## src/rtl/pipe_stage_reg_pkg.sv

```systemverilog
`default_nettype none
// ============================================================================
// Module      : pipe_stage_reg_pkg
// Description : Shared constants, state encoding and helpers for the generic
//               pipeline stage register.
// Revision    : 1.0 - initial release
// ============================================================================
package pipe_stage_reg_pkg;

  // Default payload layout: pc[95:64], npc[63:32], instr[31:0]
  localparam int PIPE_DATA_W = 96;
  localparam int PIPE_CNT_W  = 16;

  // Canonical NOP (addi x0, x0, 0) placed in the instr field of a bubble
  localparam logic [31:0] INSTRUCTION_NOP = 32'h0000_0013;
  localparam logic [95:0] PIPE_BUBBLE     = {32'd0, 32'd0, INSTRUCTION_NOP};

  // Stage occupancy states for the skid-buffered variant
  typedef enum logic [1:0] {
    ST_EMPTY   = 2'd0,
    ST_FULL    = 2'd1,
    ST_SKIDDED = 2'd2
  } stage_state_e;

  // Number of held entries implied by a skid-variant state
  function automatic logic [1:0] state_occupancy(input stage_state_e s);
    case (s)
      ST_FULL:    return 2'd1;
      ST_SKIDDED: return 2'd2;
      default:    return 2'd0;
    endcase
  endfunction

endpackage
`default_nettype wire

```

## src/rtl/pipe_stage_reg_sat_counter.sv

```systemverilog
`default_nettype none
// ============================================================================
// Module      : sat_counter
// Description : WIDTH-bit incrementer that sticks at all-ones, with a
//               synchronous active-low clear.
// Revision    : 1.0 - initial release
// ============================================================================
module sat_counter #(
  parameter int WIDTH = 16
) (
  input  logic             clock_i,
  input  logic             clear_n_i,
  input  logic             inc_i,
  output logic [WIDTH-1:0] count_o
);

  logic [WIDTH-1:0] count_q;
  logic [WIDTH-1:0] count_d;

  // Next value: step by one unless already at the ceiling
  always_comb begin
    count_d = count_q;
    if (inc_i && (count_q != {WIDTH{1'b1}})) begin
      count_d = count_q + {{(WIDTH-1){1'b0}}, 1'b1};
    end
  end

  // Counter register with synchronous clear
  always_ff @(posedge clock_i) begin
    if (!clear_n_i) begin
      count_q <= '0;
    end else begin
      count_q <= count_d;
    end
  end

  assign count_o = count_q;

endmodule
`default_nettype wire

```

## src/rtl/pipe_stage_reg.sv

```systemverilog
`default_nettype none
// ============================================================================
// Module      : pipe_stage_reg
// Description : Parametrised valid/ready pipeline stage register with an
//               optional one-entry skid buffer, synchronous flush with bubble
//               insertion, and saturating stall/flush counters.
// Revision    : 1.0 - initial release
// ============================================================================
module pipe_stage_reg
  import pipe_stage_reg_pkg::*;
#(
  parameter int                DATA_W = PIPE_DATA_W,
  parameter logic [DATA_W-1:0] BUBBLE = DATA_W'(PIPE_BUBBLE),
  parameter bit                SKID   = 1'b1,
  parameter int                CNT_W  = PIPE_CNT_W
) (
  input  logic              clock,
  input  logic              reset,
  input  logic              flush,
  input  logic              in_valid,
  output logic              in_ready,
  input  logic [DATA_W-1:0] in_data,
  output logic              out_valid,
  input  logic              out_ready,
  output logic [DATA_W-1:0] out_data,
  output logic [1:0]        occupancy,
  output logic [CNT_W-1:0]  stall_cnt,
  output logic [CNT_W-1:0]  flush_cnt
);

  logic              w_in_xfer;
  logic              w_out_xfer;
  logic              w_ready_raw;
  logic              w_valid;
  logic [DATA_W-1:0] w_main;

  // Nothing enters during a flush; out_valid is deliberately left unmasked
  assign in_ready   = w_ready_raw && !flush;
  assign out_valid  = w_valid;
  assign out_data   = w_valid ? w_main : BUBBLE;
  assign w_in_xfer  = in_valid && in_ready;
  assign w_out_xfer = w_valid && out_ready;

  if (SKID) begin : g_skid
    stage_state_e      state_q;
    logic              ready_q;
    logic [DATA_W-1:0] main_q;
    logic [DATA_W-1:0] skid_q;

    // Two-entry FSM; ready_q is precomputed as "next state is not SKIDDED"
    always_ff @(posedge clock) begin
      if (!reset || flush) begin
        state_q <= ST_EMPTY;
        ready_q <= 1'b1;
        main_q  <= BUBBLE;
        skid_q  <= BUBBLE;
      end else begin
        unique case (state_q)
          ST_EMPTY: begin
            if (w_in_xfer) begin
              main_q  <= in_data;
              state_q <= ST_FULL;
            end
          end
          ST_FULL: begin
            if (w_in_xfer && w_out_xfer) begin
              main_q <= in_data;
            end else if (w_out_xfer) begin
              state_q <= ST_EMPTY;
            end else if (w_in_xfer) begin
              skid_q  <= in_data;
              state_q <= ST_SKIDDED;
              ready_q <= 1'b0;
            end
          end
          ST_SKIDDED: begin
            if (w_out_xfer) begin
              main_q  <= skid_q;
              state_q <= ST_FULL;
              ready_q <= 1'b1;
            end
          end
          default: begin
            state_q <= ST_EMPTY;
            ready_q <= 1'b1;
          end
        endcase
      end
    end

    assign w_ready_raw = ready_q;
    assign w_valid     = (state_q != ST_EMPTY);
    assign w_main      = main_q;
    assign occupancy   = state_occupancy(state_q);
  end else begin : g_noskid
    logic              valid_q;
    logic [DATA_W-1:0] main_q;

    // Single entry: load on accept, drain when consumed without refill
    always_ff @(posedge clock) begin
      if (!reset || flush) begin
        valid_q <= 1'b0;
        main_q  <= BUBBLE;
      end else if (w_in_xfer) begin
        valid_q <= 1'b1;
        main_q  <= in_data;
      end else if (w_out_xfer) begin
        valid_q <= 1'b0;
      end
    end

    assign w_ready_raw = !valid_q || out_ready;
    assign w_valid     = valid_q;
    assign w_main      = main_q;
    assign occupancy   = {1'b0, valid_q};
  end

  sat_counter #(
    .WIDTH(CNT_W)
  ) u_stall_cnt (
    .clock_i  (clock),
    .clear_n_i(reset),
    .inc_i    (w_valid && !out_ready),
    .count_o  (stall_cnt)
  );

  sat_counter #(
    .WIDTH(CNT_W)
  ) u_flush_cnt (
    .clock_i  (clock),
    .clear_n_i(reset),
    .inc_i    (flush && (occupancy != 2'd0)),
    .count_o  (flush_cnt)
  );

endmodule
`default_nettype wire

```

## config.mk

```make
export PLATFORM = sky130hd
export DESIGN_NAME = pipe_stage_reg
export DESIGN_NICKNAME = d
export VERILOG_FILES = /design/src/rtl/pipe_stage_reg_pkg.sv /design/src/rtl/pipe_stage_reg_sat_counter.sv /design/src/rtl/pipe_stage_reg.sv
export SDC_FILE = /design/constraint.sdc
export NUM_CORES = 1
export LEC_CHECK = 0
export BUFFER_PORTS_ARGS = -buffer_cell sky130_fd_sc_hd__buf_2
export CORE_MARGIN = 2
export CORE_UTILIZATION = 40
export DETAILED_ROUTE_END_ITERATION = 12
export GPL_ROUTABILITY_DRIVEN = 0
export PLACE_DENSITY_LB_ADDON = 0.05
export SKIP_CTS_REPAIR_TIMING = 1
export SYNTH_ARGS = -nofsm -noshare
export SYNTH_HDL_FRONTEND = slang
export SYNTH_SLANG_ARGS = --single-unit
```

## constraint.sdc

```tcl
create_clock -name clock -period 2.4 [get_ports clock]
set_input_delay 0.48 -clock clock [delete_from_list [all_inputs] [get_ports clock]]
set_output_delay 0.48 -clock clock [all_outputs]
set_load 0.05 [all_outputs]
```

==> key figures, run 1 <==
Timing
  – Fin worst setup slack: 47.12 ps
  – Post-layout min period: 2353 ps
  – Final Hold Vio Count: 0
  – Achievable Freq: 425.0 MHz
  – Final period util: 98.04%
  – Setup-failing EPs final: 0
  – Clk_skew: 6.688 ps
  – Slew headroom: 53.13%
  – RSZ-0062 raised after global routing: yes
  – Slew Limit Fails: 0
  – Worst slew pin tran: 693.9 ps

Power
  – Net Sw Frac: 23.70%
  – Clock power frac: 47.9%
  – Comb power frac: 9.3%
  – Pwr per Cell Area: 700.0 nW/um^2
  – P_leak: 4.604 nW
  – P_int: 0.006936 W
  – Reg power frac: 42.9%
  – VDD IR max: 0.4631 mV
  – Psw: 0.002154 W

Setup path
  – CP Capture Point: out_data[4]
  – WP depth: 5
  – Buffer and inverter count on the worst path: 3
  – Worst Setup Path Type: reg -> out
  – Crit path max fanout: 20
  – Reg2reg start: g_skid.state_q[1]$_SDFFE_PP0P_
  – WP data required: 1920 ps
  – CP peak stage delay: 360 ps
  – Worst reg2reg setup slack: 150 ps
  – CP Capture Type: output port
  – Launch point of the worst path: g_skid.state_q[1]$_SDFFE_PP0P_
  – Worst EP arrival: 1870 ps
  – CP startpoint kind: flop
  – R2R depth: 7
  – Delay-heaviest family, CP: buffers and inverters
  – Reg-to-reg critical path endpoint: u_stall_cnt.count_o[15]$_SDFFE_PN0P_
  – CP max-delay cell: dfxtp_2
  – Cell-by-cell trace of the critical path: inv_1, ha_4, buf_6, or2_2, buf_4

Layout
  – Final #Nets: 1489
  – Syn-to-layout area delta: 26.42%
  – Share of layout cells above drive strength 1: 23.86%
  – Fillers: 2411
  – Final core utilization: 51.57%

Clocking
  – CTS tree: yes
  – Clock transition at path regs: 60 ps
  – Maximum clock insertion buffer count: 3
  – Cts bufs inserted: 26
  – Clk sink count: 227
  – Root Buffer: clkbuf_16
  – H-tree Lvls: 1
  – Clk Latency, worst-skew pair: 520 ps

Synth
  – Synth async-reset ratio: 0%
  – Yosys warning total: 0
  – Top FF cell, synth: dfxtp_1
  – Top area cells in the synthesized netlist: dfxtp_1 44%, mux2i_1 9.8%, nand2_1 7.7%
  – Mapped Avg Cell Area: 8.595 sq um
  – Most common cell in the synthesized netlist: dfxtp_1
  – Synth cell types: 49
  – Mapped Cells: 1195
  – Post-synth top cells: 227 x dfxtp_1, 210 x nand2_1, 111 x a21oi_1
  – #FFs+latches synth: 227
  – Post-synth top area share: 44.24%
  – EDFF count, synth: 0
  – Post-synthesis sequential area ratio: 44.24%
  – Synthesized Nets: 1302
  – Dominant cell type by area after synthesis: dfxtp_1
  – Synth Cell Area: 10270 sq um

Place
  – Placement Setup Slack: 270.8 ps
  – Input/output buffers: 232
  – Detailed Place HPWL: 18720 microns

Detailed routing
  – Routed wire length: 30240 microns
  – DR DRC count: 0
  – Initial drt markers: 585
  – Post-DRT Antenna Nets: 0
  – Wire length per cell: 17.43 microns
  – First-pass detailed-route iteration total: 5
  – Via density: 5.407
  – Via count: 9382

GRT
  – Total GRT Usage: 21.53%
  – First-pass GRT wire length: 47080 microns
  – Largest net degree at the start of global routing: 87
  – GRT overflow: 0
  – Initial antenna violation count: 6
  – Vias in the first global route: 8663

Die
  – Die width: 164.2 microns
  – Row cnt: 58
  – Die height: 164.2 microns
  – Die area: 26970 sq um
  – Initial Util: 40.79%
  – IO Count: 233
  – Core region area: 25180 sq um

Run
  – Max Cap Viol: 0

Run status
  – Status: completed

Worst hold path
  – HP Class: in -> reg
==> cells by family (layout without fill, tap and decap cells) <==
| group | after synthesis | after routing | share of synthesized area, % |
|---|---|---|---|
| other cells | 0 | 5 | 0 |
| buf+inv | 119 | 324 | 4.629 |
| simple gates | 394 | 394 | 18.97 |
| fa+ha+maj | 6 | 6 | 0.7309 |
| flops | 227 | 227 | 44.24 |
| mux | 101 | 101 | 9.843 |
| xor+xnor | 4 | 4 | 0.3411 |
| compound gates | 344 | 344 | 21.25 |
==> layer usage <==
layer | track usage (%) | up-vias | part of all wire, %
met2 | 33.45 | 197 | 45
met1 | 31.15 | 4435 | 48
li1 | - | 4705 | -
met5 | 0 | - | 0.089
met3 | 3.232 | 41 | 4.5
met4 | 5.542 | 4 | 1.7
==> power groups by stage <==
stage          registers (W)  logic [W]  clock network [W]
2_1_floorplan        0.00397   0.000522                  0
3_3_place_gp         0.00398   0.000831                  0
3_5_place_dp         0.00398   0.000835                  0
4_1_cts              0.00390   0.000838            0.00444
5_1_grt              0.00391   0.000920            0.00460
6_report             0.00390   0.000842            0.00435
==> state kept, by name, indices dropped and copies added (netlist names) <==
register and flops:
g_skid.skid_q 96, g_skid.state_q 2, g_skid.ready_q 1, u_stall_cnt.count_o 16, g_skid.main_q 96, u_flush_cnt.count_o 16
==> worst register-to-register path, stage by stage (launching register included) <==
cell and delay [ps]:
dfxtp_2 360, inv_1 100, ha_4 220, buf_4 150
nor3b_1 370, nand4_1 300, or4_1 540, a21oi_1 150
==> worst min path at each step <==
stage / from / to / slack [ps] / depth (start not counted)
final: in_data[1] / g_skid.skid_q[1]$_SDFFE_PP1P_ / 190 / 3
after global routing: in_data[88] / g_skid.skid_q[88]$_SDFFE_PP0P_ / 190 / 3
after CTS: in_data[4] / g_skid.skid_q[4]$_SDFFE_PP1P_ / 170 / 3
after detailed placement: g_skid.skid_q[90]$_SDFFE_PP0P_ / g_skid.skid_q[90]$_SDFFE_PP0P_ / 450 / 2
after global placement: g_skid.skid_q[70]$_SDFFE_PP0P_ / g_skid.skid_q[70]$_SDFFE_PP0P_ / 440 / 2
after floorplan: g_skid.skid_q[10]$_SDFFE_PP0P_ / g_skid.skid_q[10]$_SDFFE_PP0P_ / 440 / 2
==> cells in the final DEF, fill, tap and decap left out, types with 12 or more instances in the layout <==
master	instances
dfxtp_1	225
nand2_1	210
buf_2	205
a21oi_1	111
mux2i_1	101
a31oi_1	96
a211oi_1	95
nor2b_1	90
buf_4	30
clkbuf_16	27
clkbuf_4	15
nand3_1	13
buf_12	13
or3_1	12
o31ai_1	12
==> through the flow <==
step                TNS (ps)  area [sq um]  total power, W  cells  hold WS, ps
global placement           0         11900        0.004809   1683        440.8
detailed placement         0         11900        0.004815   1683        446.1
finish                     0         12990        0.009090   1735        190.0
floorplan                  0         10270        0.004494   1195        436.0
CTS                    -4376         12840        0.009173   1729        169.9
global route          -523.8         12980        0.009422   1733        194.0
==> final cells by class <==
cell class	count	area, sq um	area share [%]
Clock inverter	10	175.2	1.349
Inverter	9	35.03	0.2698
Timing Repair Buffer	269	1695	13.06
Clock buffer	36	769.5	5.926
Antenna cell	5	12.51	0.09636
Multi-Input combinational cell	849	5338	41.11
Sequential cell	227	4547	35.02
Tap cell	330	412.9	3.180
No activity file was read; power rests on OpenSTA's default activity.
==> inputs of run 2 (changes only) <==
- PLACE_DENSITY: not set -> 0.58
- PLACE_DENSITY_LB_ADDON: 0.05 -> not set
==> run 2 against run 1 <==
Setup slack improved by 15 ps. Register-to-register slack improved by 180 ps. Core utilization fell by 0.49 points. Worst hold slack got worse by 8.1 ps. Sequential power barely moved.
==> key figures, run 2 (same netlist as run 1, synthesis figures left out) <==
Place
  – Input/output buffers: 232
  – Placement Setup Slack: 273.5 ps
  – Detailed Place HPWL: 17990 microns
  – DP Cell Count: 1673

GRT
  – Total GRT Usage: 21.05%
  – GRT overflow: 0
  – First-pass GRT wire length: 46510 microns
  – Largest net degree at the start of global routing: 97
  – Initial antenna violation count: 5
  – Vias in the first global route: 8754

Die
  – IO Count: 233
  – Die height: 164.2 microns
  – Die area: 26970 sq um
  – Core region area: 25180 sq um
  – Initial Util: 40.79%
  – Die width: 164.2 microns
  – Row cnt: 58

Timing
  – Clk_skew: 8.021 ps
  – Worst slew pin tran: 780.1 ps
  – Fin worst setup slack: 62.26 ps
  – Achievable Freq: 427.8 MHz
  – Fin Setup TNS: 0 ps
  – Post-layout min period: 2338 ps
  – Final period util: 97.41%
  – Slew headroom: 47.99%
  – Slew Limit Fails: 0
  – Hold_ws: 181.9 ps
  – Setup-failing EPs final: 0
  – Final Hold Vio Count: 0
  – RSZ-0062 raised after global routing: no

Detailed routing
  – First-pass detailed-route iteration total: 6
  – Initial drt markers: 613
  – Routed wire length: 29510 microns
  – Post-DRT Antenna Nets: 0
  – Via count: 9478
  – Via density: 5.501
  – DR DRC count: 0
  – Wire length per cell: 17.13 microns

Setup path
  – WP data required: 1920 ps
  – CP Capture Type: output port
  – Worst Setup Path Type: reg -> out
  – Crit path max fanout: 40
  – CP startpoint kind: flop
  – Worst EP arrival: 1860 ps

Layout
  – Finished Layout Cells: 1723
  – Final #Nets: 1479
  – Share of layout cells above drive strength 1: 23.31%
  – Biggest regs: g_skid.main_q (96), g_skid.skid_q (96)
  – Fillers: 2476
  – Syn-to-layout area delta: 25.23%
  – Commonest non-fill, non-tap cell in the layout: dfxtp_1
  – Most frequent cells in the layout: 225 x dfxtp_1, 210 x nand2_1, 206 x buf_2

Power
  – P_leak: 4.548 nW
  – Power consumption: 0.008875 W
  – VDD IR max: 0.4718 mV
  – Pwr per Cell Area: 690.0 nW/um^2

Clocking
  – Clock transition at path regs: 60 ps
  – CTS tree: yes
  – Root Buffer: clkbuf_16
  – H-tree Lvls: 1
  – Cts bufs inserted: 26
  – Clk Latency, worst-skew pair: 520 ps
  – Clk sink count: 227
  – Maximum clock insertion buffer count: 3

Run
  – Max Cap Viol: 0

Worst hold path
  – HP Class: in -> reg

Run status
  – Status: completed
==> run 2: final timing paths <==
kind	start	end	slack [ps]	cells past startpoint
worst min register to register	g_skid.skid_q[29]$_SDFFE_PP0P_	g_skid.skid_q[29]$_SDFFE_PP0P_	450	2
worst min-delay path	in_data[1]	g_skid.skid_q[1]$_SDFFE_PP1P_	180	3
worst max-delay path	g_skid.state_q[1]$_SDFFE_PP0P_	out_data[43]	60	5
worst max register to register	g_skid.state_q[0]$_SDFFE_PP0P_	g_skid.main_q[39]$_SDFFE_PP0P_	330	7
==> run 2: critical path: stages, from the launching register on <==
cell     delay, ps
dfxtp_2        360
inv_2           70
ha_4           190
buf_12         180
nor2b_1        210
buf_2          300
==> run 2: cell type report <==
class | count | area [sq um] | area share [%]
sequential | 227 | 4547 | 35.35
tap | 330 | 412.9 | 3.210
timing repair buffer | 259 | 1619 | 12.59
inverter | 9 | 35.03 | 0.2724
clock inverter | 8 | 118.9 | 0.9241
multi-input combinational | 849 | 5335 | 41.48
antenna | 3 | 7.507 | 0.05837
clock buffer | 38 | 787.0 | 6.119
==> run 2: per-stage QoR <==
step           util [%]  instance area [sq um]
3_5_place_dp      47.00                  11840
5_1_grt           51.06                  12860
6_report          51.08                  12860
2_1_floorplan         -                  10270
4_1_cts           50.60                  12740
3_3_place_gp      47.00                  11840
==> run 2: power breakdown <==
group	internal (W)	switching, W	total (W)	leakage [nW]
Clock	0.00258	0.00157	0.00415	0.450
Sequential	0.00386	0.0000422	0.00390	1.84
Combinational	0.000310	0.000517	0.000827	2.26
Total	0.00675	0.00212	0.00887	4.55
==> run 2: per-layer routing <==
| layer | vias to the layer above | track usage (%) | share of wire [%] |
|---|---|---|---|
| met5 | - | 0 | 0.088 |
| met4 | 4 | 5.223 | 1.9 |
| met3 | 41 | 3.611 | 5.7 |
| met2 | 245 | 34.67 | 47 |
| met1 | 4518 | 28.60 | 45 |
| li1 | 4670 | - | - |
==> inputs of run 3 (changes only) <==
--- a/config.mk
+++ b/config.mk
@@ -6,4 +6,5 @@
 export NUM_CORES = 1
 export LEC_CHECK = 0
+export ABC_AREA = 1
 export BUFFER_PORTS_ARGS = -buffer_cell sky130_fd_sc_hd__buf_2
 export CORE_MARGIN = 2
@@ -13,4 +14,5 @@
 export PLACE_DENSITY = 0.58
 export SKIP_CTS_REPAIR_TIMING = 1
+export SLEW_MARGIN = 40
 export SYNTH_ARGS = -nofsm -noshare
 export SYNTH_HDL_FRONTEND = slang
==> constraint.sdc (replaced) <==
create_clock -name clock -period 2.4 [get_ports clock]
set_input_delay 0.48 -clock clock [delete_from_list [all_inputs] [get_ports clock]]
set_output_delay 0.48 -clock clock [all_outputs]
set_load 0.1 [all_outputs]
==> run 3 against run 2 <==
Die area up 5.0%. Sequential power about the same. First-iteration DRC count up 22%. Critical endpoint unchanged. Critical path depth unchanged. Core utilization up 0.86 points. Clock skew up 9.9 ps. Setup slack worse by 41 ps. Register-to-register slack better by 100 ps. Design area up 7.9%. Clock power up 1%.
==> key figures, run 3 <==
Power
  – P_leak: 6.760 nW
  – Net Sw Frac: 25.78%
  – Power consumption: 0.009059 W
  – P_int: 0.006723 W
  – Psw: 0.002335 W
  – Pwr per Cell Area: 652.7 nW/um^2
  – Reg power frac: 43.0%
  – VDD IR max: 0.5698 mV
  – Comb power frac: 10.6%
  – Clock power frac: 46.4%

Synth
  – Synth cell types: 30
  – Most common cell in the synthesized netlist: nand2_1
  – Post-synth top area share: 42.10%
  – Synthesized Nets: 1865
  – Mapped Cells: 1758
  – Top FF cell, synth: dfxtp_1
  – Post-synth top cells: 589 x nand2_1, 515 x nor2_1, 227 x dfxtp_1
  – Post-synthesis sequential area ratio: 42.10%
  – Dominant cell type by area after synthesis: dfxtp_1
  – Synth async-reset ratio: 0%
  – Yosys warning total: 0
  – EDFF count, synth: 0
  – Top area cells in the synthesized netlist: dfxtp_1 42%, nand2_1 20%, nor2_1 18%
  – #FFs+latches synth: 227
  – Synth Cell Area: 10800 sq um
  – Mapped Avg Cell Area: 6.141 sq um

Clocking
  – Clk sink count: 227
  – Clk Latency, worst-skew pair: 540 ps
  – Root Buffer: clkbuf_16
  – H-tree Lvls: 1
  – Cts bufs inserted: 26
  – Clock transition at path regs: 60 ps
  – CTS tree: yes
  – Maximum clock insertion buffer count: 3

Timing
  – Slew Limit Fails: 0
  – Worst slew pin tran: 617.7 ps
  – Hold_ws: 185.1 ps
  – RSZ-0062 raised after global routing: yes
  – Fin worst setup slack: 21.51 ps
  – Post-layout min period: 2378 ps
  – Achievable Freq: 420.4 MHz
  – Final Hold Vio Count: 0
  – Final period util: 99.10%
  – Fin Setup TNS: 0 ps
  – Slew headroom: 58.78%
  – Clk_skew: 17.97 ps
  – Setup-failing EPs final: 0

Die
  – Core region area: 26730 sq um
  – Die area: 28320 sq um
  – Row cnt: 60
  – Die height: 168.3 microns
  – Die width: 168.3 microns
  – Initial Util: 40.39%
  – IO Count: 233

Setup path
  – CP startpoint kind: flop
  – CP max-delay cell: dfxtp_4
  – CP Capture Type: output port
  – Cell-by-cell trace of the critical path: inv_1, ha_4, buf_12, nor2_1, clkbuf_4
  – WP data required: 1920 ps
  – Crit path max fanout: 52
  – R2R depth: 10
  – CP peak stage delay: 370 ps
  – Worst Setup Path Type: reg -> out
  – WP depth: 5
  – Buffer and inverter count on the worst path: 3
  – Worst EP arrival: 1900 ps
  – Delay-heaviest family, CP: buffers and inverters

Layout
  – Biggest regs: g_skid.main_q (96), g_skid.skid_q (96)
  – Commonest non-fill, non-tap cell in the layout: nand2_1
  – Final #Nets: 2045
  – Syn-to-layout area delta: 28.57%
  – Share of layout cells above drive strength 1: 17.89%
  – Most frequent cells in the layout: 589 x nand2_1, 481 x nor2_1, 225 x dfxtp_1
  – Fin area: 13880 sq um

GRT
  – Total GRT Usage: 20.11%
  – Initial antenna violation count: 3
  – First-pass GRT wire length: 47860 microns
  – Largest net degree at the start of global routing: 104
  – GRT overflow: 0
  – Vias in the first global route: 9601

Place
  – Input/output buffers: 232
  – Placement Setup Slack: 282.3 ps
  – Detailed Place HPWL: 18350 microns
  – DP Area: 12500 sq um

Worst hold path
  – HP Class: in -> reg
  – Hold-critical path depth: 3

Detailed routing
  – Via density: 4.678
  – Initial drt markers: 749
  – Routed wire length: 29670 microns
  – Post-DRT Antenna Nets: 0
  – First-pass detailed-route iteration total: 5
  – Wire length per cell: 12.90 microns
  – DR DRC count: 0
  – Via count: 10760

Run
  – Max Cap Viol: 0

Run status
  – Status: completed
[run 3: cell types whose count changed after synthesis, moves of 96 or more]
cell | before | now
a31oi_1 | 96 | 0
nor2_1 | 8 | 515
nand2_1 | 210 | 589
inv_1 | 7 | 120
mux2i_1 | 101 | 0
[run 3: final cells by class]
class                   count  area (sq um)
multi-input cells        1307          5610
clock buffers              35         734.5
inverters                 125         474.2
repair buffers            251          1906
diodes                      3         7.507
well taps                 341         426.7
clock inverters            11         171.4
flip-flops and latches    227          4549
fillers                  2716         12850
[run 3: logic make-up after synthesis]
kind of cell / Yosys count / synth area share [%]
XOR/XNOR: 13 / 1.055
flip-flops: 227 / 42.10
AO/OA/AOI/OAI: 126 / 6.085
AND/OR/NAND/NOR: 1162 / 41.59
adder cells (fa/ha/maj): 6 / 0.6954
buffers and inverters: 224 / 8.484
[run 3: path summary, 6_finish.rpt]
check,startpoint,endpoint,slack [ps]
max,g_skid.state_q[1]$_SDFFE_PP0P_,out_data[43],20
max reg2reg,g_skid.state_q[1]$_SDFFE_PP0P_,g_skid.main_q[92]$_SDFFE_PP0P_,430
min reg2reg,g_skid.skid_q[1]$_SDFFE_PP1P_,g_skid.skid_q[1]$_SDFFE_PP1P_,460
min,in_data[40],g_skid.skid_q[40]$_SDFFE_PP0P_,190
[run 3: power by group through the flow]
stage          sequential (W)  clock, W  combinational [W]
3_5_place_dp          0.00398         0           0.000939
3_3_place_gp          0.00397         0           0.000937
6_report              0.00389   0.00421           0.000962
4_1_cts               0.00389   0.00431           0.000944
5_1_grt               0.00390   0.00445            0.00108
2_1_floorplan         0.00398         0           0.000664
[run 3: worst register-to-register path, delay by kind of cell (launching register included)]
| family | cells | cell delay, ps |
|---|---|---|
| buf+inv | 3 | 490 |
| simple gates | 5 | 590 |
| compound gates | 1 | 250 |
| flops | 1 | 370 |
| fa+ha+maj | 1 | 220 |
[run 3: stage by stage]
step	utilization, %	std cells
global placement	46.78	2250
global route	51.92	2299
floorplan	-	1758
CTS	50.18	2296
detailed placement	46.79	2250
finish	51.93	2300
[run 3: metal layers]
metal	global-route usage, %	vias up	part of all wire, %
met2	33.67	218	46
met4	4.198	0	1.9
met1	27.82	4849	49
met5	0	-	0
li1	-	5660	-
met3	2.609	33	3.9
